File: config.mk
export PLATFORM = sky130hd
export DESIGN_NAME = if_prefetch_unit
export DESIGN_NICKNAME = d
export VERILOG_FILES = /design/src/rtl/if_pkg.sv /design/src/rtl/if_fifo.sv /design/src/rtl/if_prefetch_unit.sv
export SDC_FILE = /design/constraint.sdc
export NUM_CORES = 1
export LEC_CHECK = 0
export CORE_MARGIN = 5
export CORE_UTILIZATION = 55
export DETAILED_ROUTE_END_ITERATION = 8
export PLACE_DENSITY_LB_ADDON = 0.25
export REMOVE_ABC_BUFFERS = 1
export SETUP_SLACK_MARGIN = 0.15
export SYNTH_ARGS = -nofsm -noshare
export SYNTH_HDL_FRONTEND = slang
export SYNTH_SLANG_ARGS = --single-unit
File: constraint.sdc
create_clock -name clk -period 7.9 [get_ports clk]
set_input_delay 1.185 -clock clk [delete_from_list [all_inputs] [get_ports clk]]
set_output_delay 1.185 -clock clk [all_outputs]
set_load 0.01 [all_outputs]
File: src/rtl/if_pkg.sv
// Shared defaults and types for the RV32 instruction-fetch stage.
package if_pkg;

  localparam int IF_XLEN = 32;
  localparam logic [IF_XLEN-1:0] IF_RESET_PC = 32'h0000_0000;

  typedef struct packed {
    logic [IF_XLEN-1:0] pc;
    logic [IF_XLEN-1:0] instr;
  } fetch_entry_t;

  // Counter width able to hold 0..depth inclusive.
  function automatic int cnt_width(input int depth);
    return $clog2(depth) + 1;
  endfunction

endpackage

File: src/rtl/if_fifo.sv
// Synchronous FIFO with flush; head word is readable combinationally once written.
module if_fifo
  import if_pkg::*;
#(
  parameter int WIDTH = 2 * IF_XLEN,
  parameter int DEPTH = 4
) (
  input  logic                   clk,
  input  logic                   rst,
  input  logic                   flush,
  input  logic                   push,
  input  logic [WIDTH-1:0]       push_data,
  input  logic                   pop,
  output logic [WIDTH-1:0]       head_data,
  output logic                   empty,
  output logic [$clog2(DEPTH):0] count
);

  localparam int AW = $clog2(DEPTH);
  localparam logic [AW:0] FULL_CNT = (AW + 1)'(DEPTH);

  logic [WIDTH-1:0] r_mem [DEPTH];
  logic [AW-1:0]    r_wr_ptr;
  logic [AW-1:0]    r_rd_ptr;
  logic [AW:0]      r_count;
  logic             w_push_ok;
  logic             w_pop_ok;

  // A push into a full FIFO is legal when the head leaves in the same cycle.
  assign w_pop_ok  = pop && (r_count != '0);
  assign w_push_ok = push && ((r_count != FULL_CNT) || w_pop_ok);

  always_ff @(posedge clk) begin
    if (rst || flush) begin
      r_wr_ptr <= '0;
      r_rd_ptr <= '0;
      r_count  <= '0;
    end else begin
      if (w_push_ok) r_wr_ptr <= r_wr_ptr + 1'b1;
      if (w_pop_ok)  r_rd_ptr <= r_rd_ptr + 1'b1;
      case ({w_push_ok, w_pop_ok})
        2'b10:   r_count <= r_count + 1'b1;
        2'b01:   r_count <= r_count - 1'b1;
        default: r_count <= r_count;
      endcase
    end
  end

  always_ff @(posedge clk) begin
    if (w_push_ok) r_mem[r_wr_ptr] <= push_data;
  end

  assign head_data = r_mem[r_rd_ptr];
  assign empty     = (r_count == '0);
  assign count     = r_count;

endmodule

File: src/rtl/if_prefetch_unit.sv
// Instruction-fetch stage: pipelined IM reads, prefetch FIFO toward ID, redirect flush.
// Define IF_PERF_CNT_EN to add the perf_fetch_cnt / perf_flush_cnt counters.
module if_prefetch_unit
  import if_pkg::*;
#(
  parameter int              XLEN       = IF_XLEN,
  parameter int              FIFO_DEPTH = 4,
  parameter logic [XLEN-1:0] RESET_PC   = IF_RESET_PC
) (
  input  logic            clk,
  input  logic            rst,
  output logic            im_req_valid,
  input  logic            im_req_ready,
  output logic [XLEN-1:0] im_req_addr,
  input  logic            im_rsp_valid,
  input  logic [XLEN-1:0] im_rsp_data,
  input  logic            jb_valid,
  input  logic [XLEN-1:0] jb_addr,
  input  logic            trap_valid,
  input  logic [XLEN-1:0] trap_addr,
  input  logic            wfi,
  output logic            id_valid,
  input  logic            id_ready,
  output logic [XLEN-1:0] id_instr,
  output logic [XLEN-1:0] id_pc,
  output logic [XLEN-1:0] epc_out
`ifdef IF_PERF_CNT_EN
  ,
  output logic [31:0]     perf_fetch_cnt,
  output logic [31:0]     perf_flush_cnt
`endif
);

  localparam int CW = cnt_width(FIFO_DEPTH);
  localparam logic [CW:0] DEPTH_C = (CW + 1)'(FIFO_DEPTH);

  logic [XLEN-1:0]   r_fetch_pc;
  logic [CW-1:0]     r_drop_cnt;
  logic              w_redirect;
  logic [XLEN-1:0]   w_target;
  logic              w_accept;
  logic              w_rsp_fire;
  logic              w_rsp_keep;
  logic [CW-1:0]     w_occupancy;
  logic [CW-1:0]     w_outstanding;
  logic [CW:0]       w_inflight;
  logic [XLEN-1:0]   w_rsp_pc;
  logic              w_aq_empty;
  logic              w_fifo_empty;
  logic [2*XLEN-1:0] w_head;
  logic              w_pop;

  assign w_redirect = trap_valid | jb_valid;
  assign w_target   = trap_valid ? {trap_addr[XLEN-1:2], 2'b00} : {jb_addr[XLEN-1:2], 2'b00};

  // Reserve a FIFO slot for every read in flight so responses never overflow.
  assign w_inflight   = (CW + 1)'(w_occupancy) + (CW + 1)'(w_outstanding);
  assign im_req_valid = !rst && !wfi && (w_inflight < DEPTH_C);
  assign im_req_addr  = w_redirect ? w_target : r_fetch_pc;
  assign w_accept     = im_req_valid && im_req_ready;

  // Responses with no tracked address are bus protocol errors and are ignored.
  assign w_rsp_fire = im_rsp_valid && !w_aq_empty;
  assign w_rsp_keep = w_rsp_fire && !w_redirect && (r_drop_cnt == '0);

  always_ff @(posedge clk) begin
    if (rst) begin
      r_fetch_pc <= RESET_PC;
    end else if (w_accept) begin
      r_fetch_pc <= im_req_addr + XLEN'(4);
    end else if (w_redirect) begin
      r_fetch_pc <= w_target;
    end
  end

  // Everything already in flight at a redirect belongs to the old path.
  always_ff @(posedge clk) begin
    if (rst) begin
      r_drop_cnt <= '0;
    end else if (w_redirect) begin
      r_drop_cnt <= w_outstanding - CW'(w_rsp_fire);
    end else if (w_rsp_fire && (r_drop_cnt != '0)) begin
      r_drop_cnt <= r_drop_cnt - 1'b1;
    end
  end

  // Address-tracking queue: its occupancy is the outstanding-read count.
  if_fifo #(
    .WIDTH (XLEN),
    .DEPTH (FIFO_DEPTH)
  ) u_addr_q (
    .clk       (clk),
    .rst       (rst),
    .flush     (1'b0),
    .push      (w_accept),
    .push_data (im_req_addr),
    .pop       (w_rsp_fire),
    .head_data (w_rsp_pc),
    .empty     (w_aq_empty),
    .count     (w_outstanding)
  );

  if_fifo #(
    .WIDTH (2 * XLEN),
    .DEPTH (FIFO_DEPTH)
  ) u_prefetch_q (
    .clk       (clk),
    .rst       (rst),
    .flush     (w_redirect),
    .push      (w_rsp_keep),
    .push_data ({w_rsp_pc, im_rsp_data}),
    .pop       (w_pop),
    .head_data (w_head),
    .empty     (w_fifo_empty),
    .count     (w_occupancy)
  );

  assign id_valid = !w_fifo_empty;
  assign w_pop    = id_valid && id_ready;
  assign id_pc    = id_valid ? w_head[2*XLEN-1:XLEN] : '0;
  assign id_instr = id_valid ? w_head[XLEN-1:0] : '0;
  assign epc_out  = jb_valid ? jb_addr : (id_valid ? id_pc : r_fetch_pc);

`ifdef IF_PERF_CNT_EN
  logic [31:0] r_perf_fetch_cnt;
  logic [31:0] r_perf_flush_cnt;

  always_ff @(posedge clk) begin
    if (rst) begin
      r_perf_fetch_cnt <= '0;
      r_perf_flush_cnt <= '0;
    end else begin
      if (w_accept && (r_perf_fetch_cnt != '1))   r_perf_fetch_cnt <= r_perf_fetch_cnt + 1'b1;
      if (w_redirect && (r_perf_flush_cnt != '1)) r_perf_flush_cnt <= r_perf_flush_cnt + 1'b1;
    end
  end

  assign perf_fetch_cnt = r_perf_fetch_cnt;
  assign perf_flush_cnt = r_perf_flush_cnt;
`endif

endmodule
==> impl_metrics.toml <==
[setup_path]
crit_fanout = 58
reg2regPathDepth = 7
worstSetupPathType = "in2out"
r2r-start = "r_fetch_pc[3]"
startpoint = "jb_valid"
crit_arrival_ns = 3.94
cp-end-kind = "primary output"
reg2reg_slack_ns = 4.24
start_kind = "primary input"
required_ns = 6.71
timing.rr.end = "r_fetch_pc[14]"

[place]
placed_cell_area_um2 = 20900
port_buffers = 231
routabilityCongestion = 0.776
dp_cells = 1735
dp_hpwl_um = 24900

[clock_tree]
cts_inserted_buffers = 45
clk_path_buf_depth = 3
cts_root_buf = "clkbuf_16"
ctsResizeCount = 0
clk_latency_ns = 0.53
hold_buffers = 0
cts_sinks = 437
cts_tree = "done"
path_clk_slew_ns = 0.06
h-tree-depth = 2
post_cts_buffers = 0

[floorplan]
io_pins = 234
dieArea_um2 = 36800
die_x_um = 192
initial_core_util = 0.557
core_region_area_um2 = 32600
die_h_um = 192
row_count = 66

[grt]
grt_pass1_wl_um = 61700
grt_usage = 0.220
overflow = 0
grt_pass1_vias = 10711
grt_max_degree = 65
antenna_found_initial = 1

[sta]
holdWs_ns = 0.452
drv_slew = 0
finalSetupViolCount = 0
hold_viol = 0
post-route-period-util = 0.649
tightest_slew_ns = 1.32
fmax_mhz = 195
fin_worst_skew_ns = 0.0150
rsz0062_at_grt = "no"
tns_ns = 0
slew-limit-headroom = 0.112
fin_crit_ns = 5.13

[detailed_routing]
drt_wl_total_um = 40500
drt_iter0_markers = 639
vias = 10403
wire_per_inst_um = 22.3
ant_nets = 0
drc = 0
vias_per_cell = 5.73
first_pass_iters = 7

[finish]
layout-drive-gt1-share = 0.146
areaGrowthSynthToFinish_pct = 22.2
register_area_um2 = 12600
fillers = 2173
multi_input_area_um2 = 5200
instances_no_fill = 1817
final_cell_area_um2 = 22200
fin_nets = 1463

[synth]
synth-edff-count = 384
yosys_warnings = 0
synth_top_cell_area_share = 0.634
synth_area_leader_cell = "edfxtp_1"
netlist-cell-type-count = 52
yosys_most_used_dff = "edfxtp_1"
synth_area_leaders = "edfxtp_1 63%, mux4_2 12%, dfxtp_1 5.8%"
syn_area_um2 = 18200
syn_area_per_cell_um2 = 16.4
synth-seq-cells = 437
synthCells = 1109
synth_seq_area_share = 0.693
async_reset_ff_frac = 0

[worst_hold_path]
holdPathEnd = "r_fetch_pc[0]"
worstHoldPathType = "reg2reg"
min-delay-start = "r_fetch_pc[0]"
worstHoldPathCells = 2

[status]
status = "complete, no violations"

[power_and_ir_drop]
power_mw = 5.15
ir_drop_mv = 0.152
p_leak_nw = 7.24
pwr_density_cell_nw_per_um2 = 232

[flow_run]
drv_cap = 0
==> power by group <==
group	internal (mW)	switching (mW)	leakage [nW]
clock	1.10	0.813	0.655
sequential	2.63	0.0421	3.91
combinational	0.277	0.287	2.67
==> flip-flops by register name, summed over array words and instances (netlist names), named ones only <==
| signal | flops |
|---|---|
| r_drop_cnt | 3 |
| r_fetch_pc | 32 |
| u_addr_q.count | 3 |
| u_addr_q.r_mem | 128 |
| u_addr_q.r_rd_ptr | 2 |
| u_addr_q.r_wr_ptr | 2 |
| u_prefetch_q.count | 3 |
| u_prefetch_q.r_mem | 256 |
| u_prefetch_q.r_rd_ptr | 2 |
| u_prefetch_q.r_wr_ptr | 2 |
==> through the flow <==
stage	setup WS, ns	util
3_3_place_gp	2.88	0.640
2_1_floorplan	2.88	-
4_1_cts	2.77	0.681
3_5_place_dp	2.78	0.640
6_report	2.77	0.681
5_1_grt	2.52	0.681
==> cell usage in the layout, fill, tap and decap left out, types with 13 or more instances in the layout <==
cell type and n:
clkbuf_16 45, mux2i_1 30, a21oi_1 50, dfxtp_1 49, mux4_2 96, ha_1 17, clkbuf_1 16, buf_4 15
o21ai_0 46, nand2_1 74, edfxtp_1 384, nand4_1 13, nor2_1 55, clkdlybuf4s50_1 228, inv_1 28, and2_1 68
==> Yosys cell counts (7+ instances only) <==
library cell / count
edfxtp_1: 384
mux4_2: 96
and2_1: 76
nand2_1: 74
nor2_1: 55
dfxtp_1: 53
a21oi_1: 50
o21ai_0: 46
clkbuf_1: 38
mux2i_1: 30
inv_1: 29
ha_1: 17
buf_1: 13
nand4_1: 13
o21ai_1: 12
xnor2_1: 12
nor3_1: 11
xor2_1: 10
nor2b_1: 8
nand3_1: 7
==> kinds of logic after synthesis <==
| logic type | Yosys count | share of synthesized area |
|---|---|---|
| multiplexers | 137 | 0.144 |
| adder cells (fa/ha/maj) | 19 | 0.0139 |
| flip-flops | 437 | 0.693 |
| AO/OA/AOI/OAI | 130 | 0.0400 |
| AND/OR/NAND/NOR | 274 | 0.0772 |
| buffers and inverters | 90 | 0.0221 |
| XOR/XNOR | 22 | 0.0106 |
==> layout make-up <==
| cell class | count | area share |
|---|---|---|
| Clock inverter | 18 | 0.00535 |
| Timing Repair Buffer | 245 | 0.108 |
| Multi-Input combinational cell | 582 | 0.234 |
| Antenna cell | 1 | 0.000113 |
| Inverter | 29 | 0.00490 |
| Tap cell | 442 | 0.0249 |
| Clock buffer | 63 | 0.0546 |
| Sequential cell | 437 | 0.567 |
==> worst max-delay path, stage by stage <==
cell and delay [ns]:
buf_4 0.40, buf_4 0.63, mux2i_1 0.15, o21ai_0 0.84, clkdlybuf4s50_1 0.70
==> worst max-delay path by stage <==
stage,end,slack (ns),depth (start not counted)
global route,im_req_addr[28],2.52,5
global placement,im_req_addr[28],2.88,5
finish,im_req_addr[28],2.77,5
CTS,im_req_addr[28],2.77,5
floorplan,epc_out[0],2.88,4
detailed placement,im_req_addr[28],2.78,5
==> metal layers <==
layer | up-vias | global-route usage | routed length [um]
met1 | 5231 | 0.292 | 16600
met5 | - | 0 | 0
met2 | 359 | 0.381 | 20300
li1 | 4749 | - | -
met4 | 0 | 0.0602 | 1060
met3 | 64 | 0.0345 | 2510
(Power assumes the default switching activity.)
==> variant: new RTL, same flow settings <==
The package constant `IF_XLEN` goes from 32 to 40.
--- a/src/rtl/if_pkg.sv
+++ b/src/rtl/if_pkg.sv
@@ -3,3 +3,3 @@
 
-  localparam int IF_XLEN = 32;
+  localparam int IF_XLEN = 40;
   localparam logic [IF_XLEN-1:0] IF_RESET_PC = 32'h0000_0000;
Ports: changed (7 resized); port bits go from 234 to 290. No check against the original RTL was run, so the function may have changed too.
==> variant against the unedited design <==
  * Synthesized area is 22% higher
  * Final area rose by 24%
  * Power up 26%
  * Critical path depth unchanged
  * Global-route usage up 0.71 points
  * Sequential cell count grew 104
  * Routed wire length is 25% higher
  * Non-clock buffer count up 71
  * Synthesized cell count grew 21%
  * Largest power group unchanged
  * Largest cell class unchanged
  * Setup slack lost 0.11 ns
==> variant: results (changes against the unedited design) <==
stage;metric;value;unit;change
place;dp_hpwl;30.7;mm;+24%
finish;n_all_buffers;316;;+29%
routing;wl_met1;20.8;mm;+25%
global_routing;grt_max_degree;79;;+22%
yosys;yosys_register_bits;541;;+24%
place;pre_cts_slack;2.43;ns;-0.352 ns
finish;ff_latch_area;15600;sq um;+24%
routing;wl_per_cell;23.1;microns;+3.5%
finish;final_nets;1777;;+21%
global_routing;grt_pass1_wl;77.2;mm;+25%
clocking;cts_buffers;53;;+18%
routing;dr_wl_met2;26.3;mm;+29%
routing;dr.pass1.iters;8;;+1
yosys;synth_xor_area_frac;0.0138;;+0.00319
finish;syn2layout_area_growth;23.4;%;
pwr;ir_worst_vdd;0.196;mV;+29%
finish;n_antenna_cell;0;;-1
finish;buffer_area_frac;0.112;;+0.00394
global_routing;grt.total_usage;0.227;;+0.00713
yosys;synthAdderAreaFrac;0.0108;;-0.00310
routing;routed-wl-met3;2.78;mm;+11%
timing;finClkSkew;0.0132;ns;-0.00175 ns
place;numPortBuffers;287;;+24%
routing;vias_per_cell;5.80;;+1.3%
setup_path;cp.arrival;4.05;ns;+0.11 ns
finish;finalNonFillerCells;2200;;+21%
yosys;synth_cells;1337;;+21%
finish;nClkBuffers;68;;+7.9%
global_routing;antenna_found_initial;0;;-1
yosys;synth_compound_area_frac;0.0397;;-0.000264
place;placed_cell_area;25700;sq um;+23%
finish;n_all_inverters;26;;-10%
yosys;seq_area_frac_synth;0.703;;+0.0104
global_routing;grtUsageMet1;0.308;;+0.0167
run_status;outcome;finished, final reports clean;;
global_routing;grtUsageMet2;0.388;;+0.00706
yosys;synthMuxAreaShare;0.140;;-0.00347
finish;layout-drive-gt1-share;0.150;;+0.00489
finish;multiInputCombCellCount;693;;+19%
pwr;power_leakage;8.89;nW;+23%
timing;worst_slew_pin_slew;1.08;ns;-0.238 ns
finish;fillers;2702;;+24%
yosys;synthTopCellsByArea;edfxtp_1 (65%), mux4_2 (12%), dfxtp_1 (5.5%), and2_1 (2.6%), mux2i_1 (1.8%);;
finish;reg_top3;u_prefetch_q.r_mem (320), u_addr_q.r_mem (160), r_fetch_pc (40);;
-- variant: cell count changes after synthesis, sizes merged, moves of 6 or more --
cell | unedited run | this run
a21oi | 50 | 65
and2 | 76 | 91
clkbuf | 38 | 54
dfxtp | 53 | 61
edfxtp | 384 | 480
mux2 | 8 | 2
mux2i | 33 | 39
mux4 | 96 | 120
nand2 | 74 | 89
nand3 | 7 | 17
nand4 | 13 | 7
o21ai | 58 | 83
or3 | 6 | 12
xnor2 | 12 | 22
-- variant: worst paths after layout --
check	slack, ns	start	endpoint
max	2.66	jb_valid	im_req_addr[25]
min	0.46	r_fetch_pc[0]	r_fetch_pc[0]
min reg2reg	0.46	r_fetch_pc[0]	r_fetch_pc[0]
max reg2reg	3.98	u_prefetch_q.count[2]	r_fetch_pc[38]
-- variant: power breakdown --
part / total, mW / leakage (nW) / switching, mW / internal (mW)
registers: 3.34 / 4.85 / 0.0866 / 3.25
clock network: 2.52 / 0.848 / 1.02 / 1.50
logic: 0.629 / 3.19 / 0.302 / 0.327
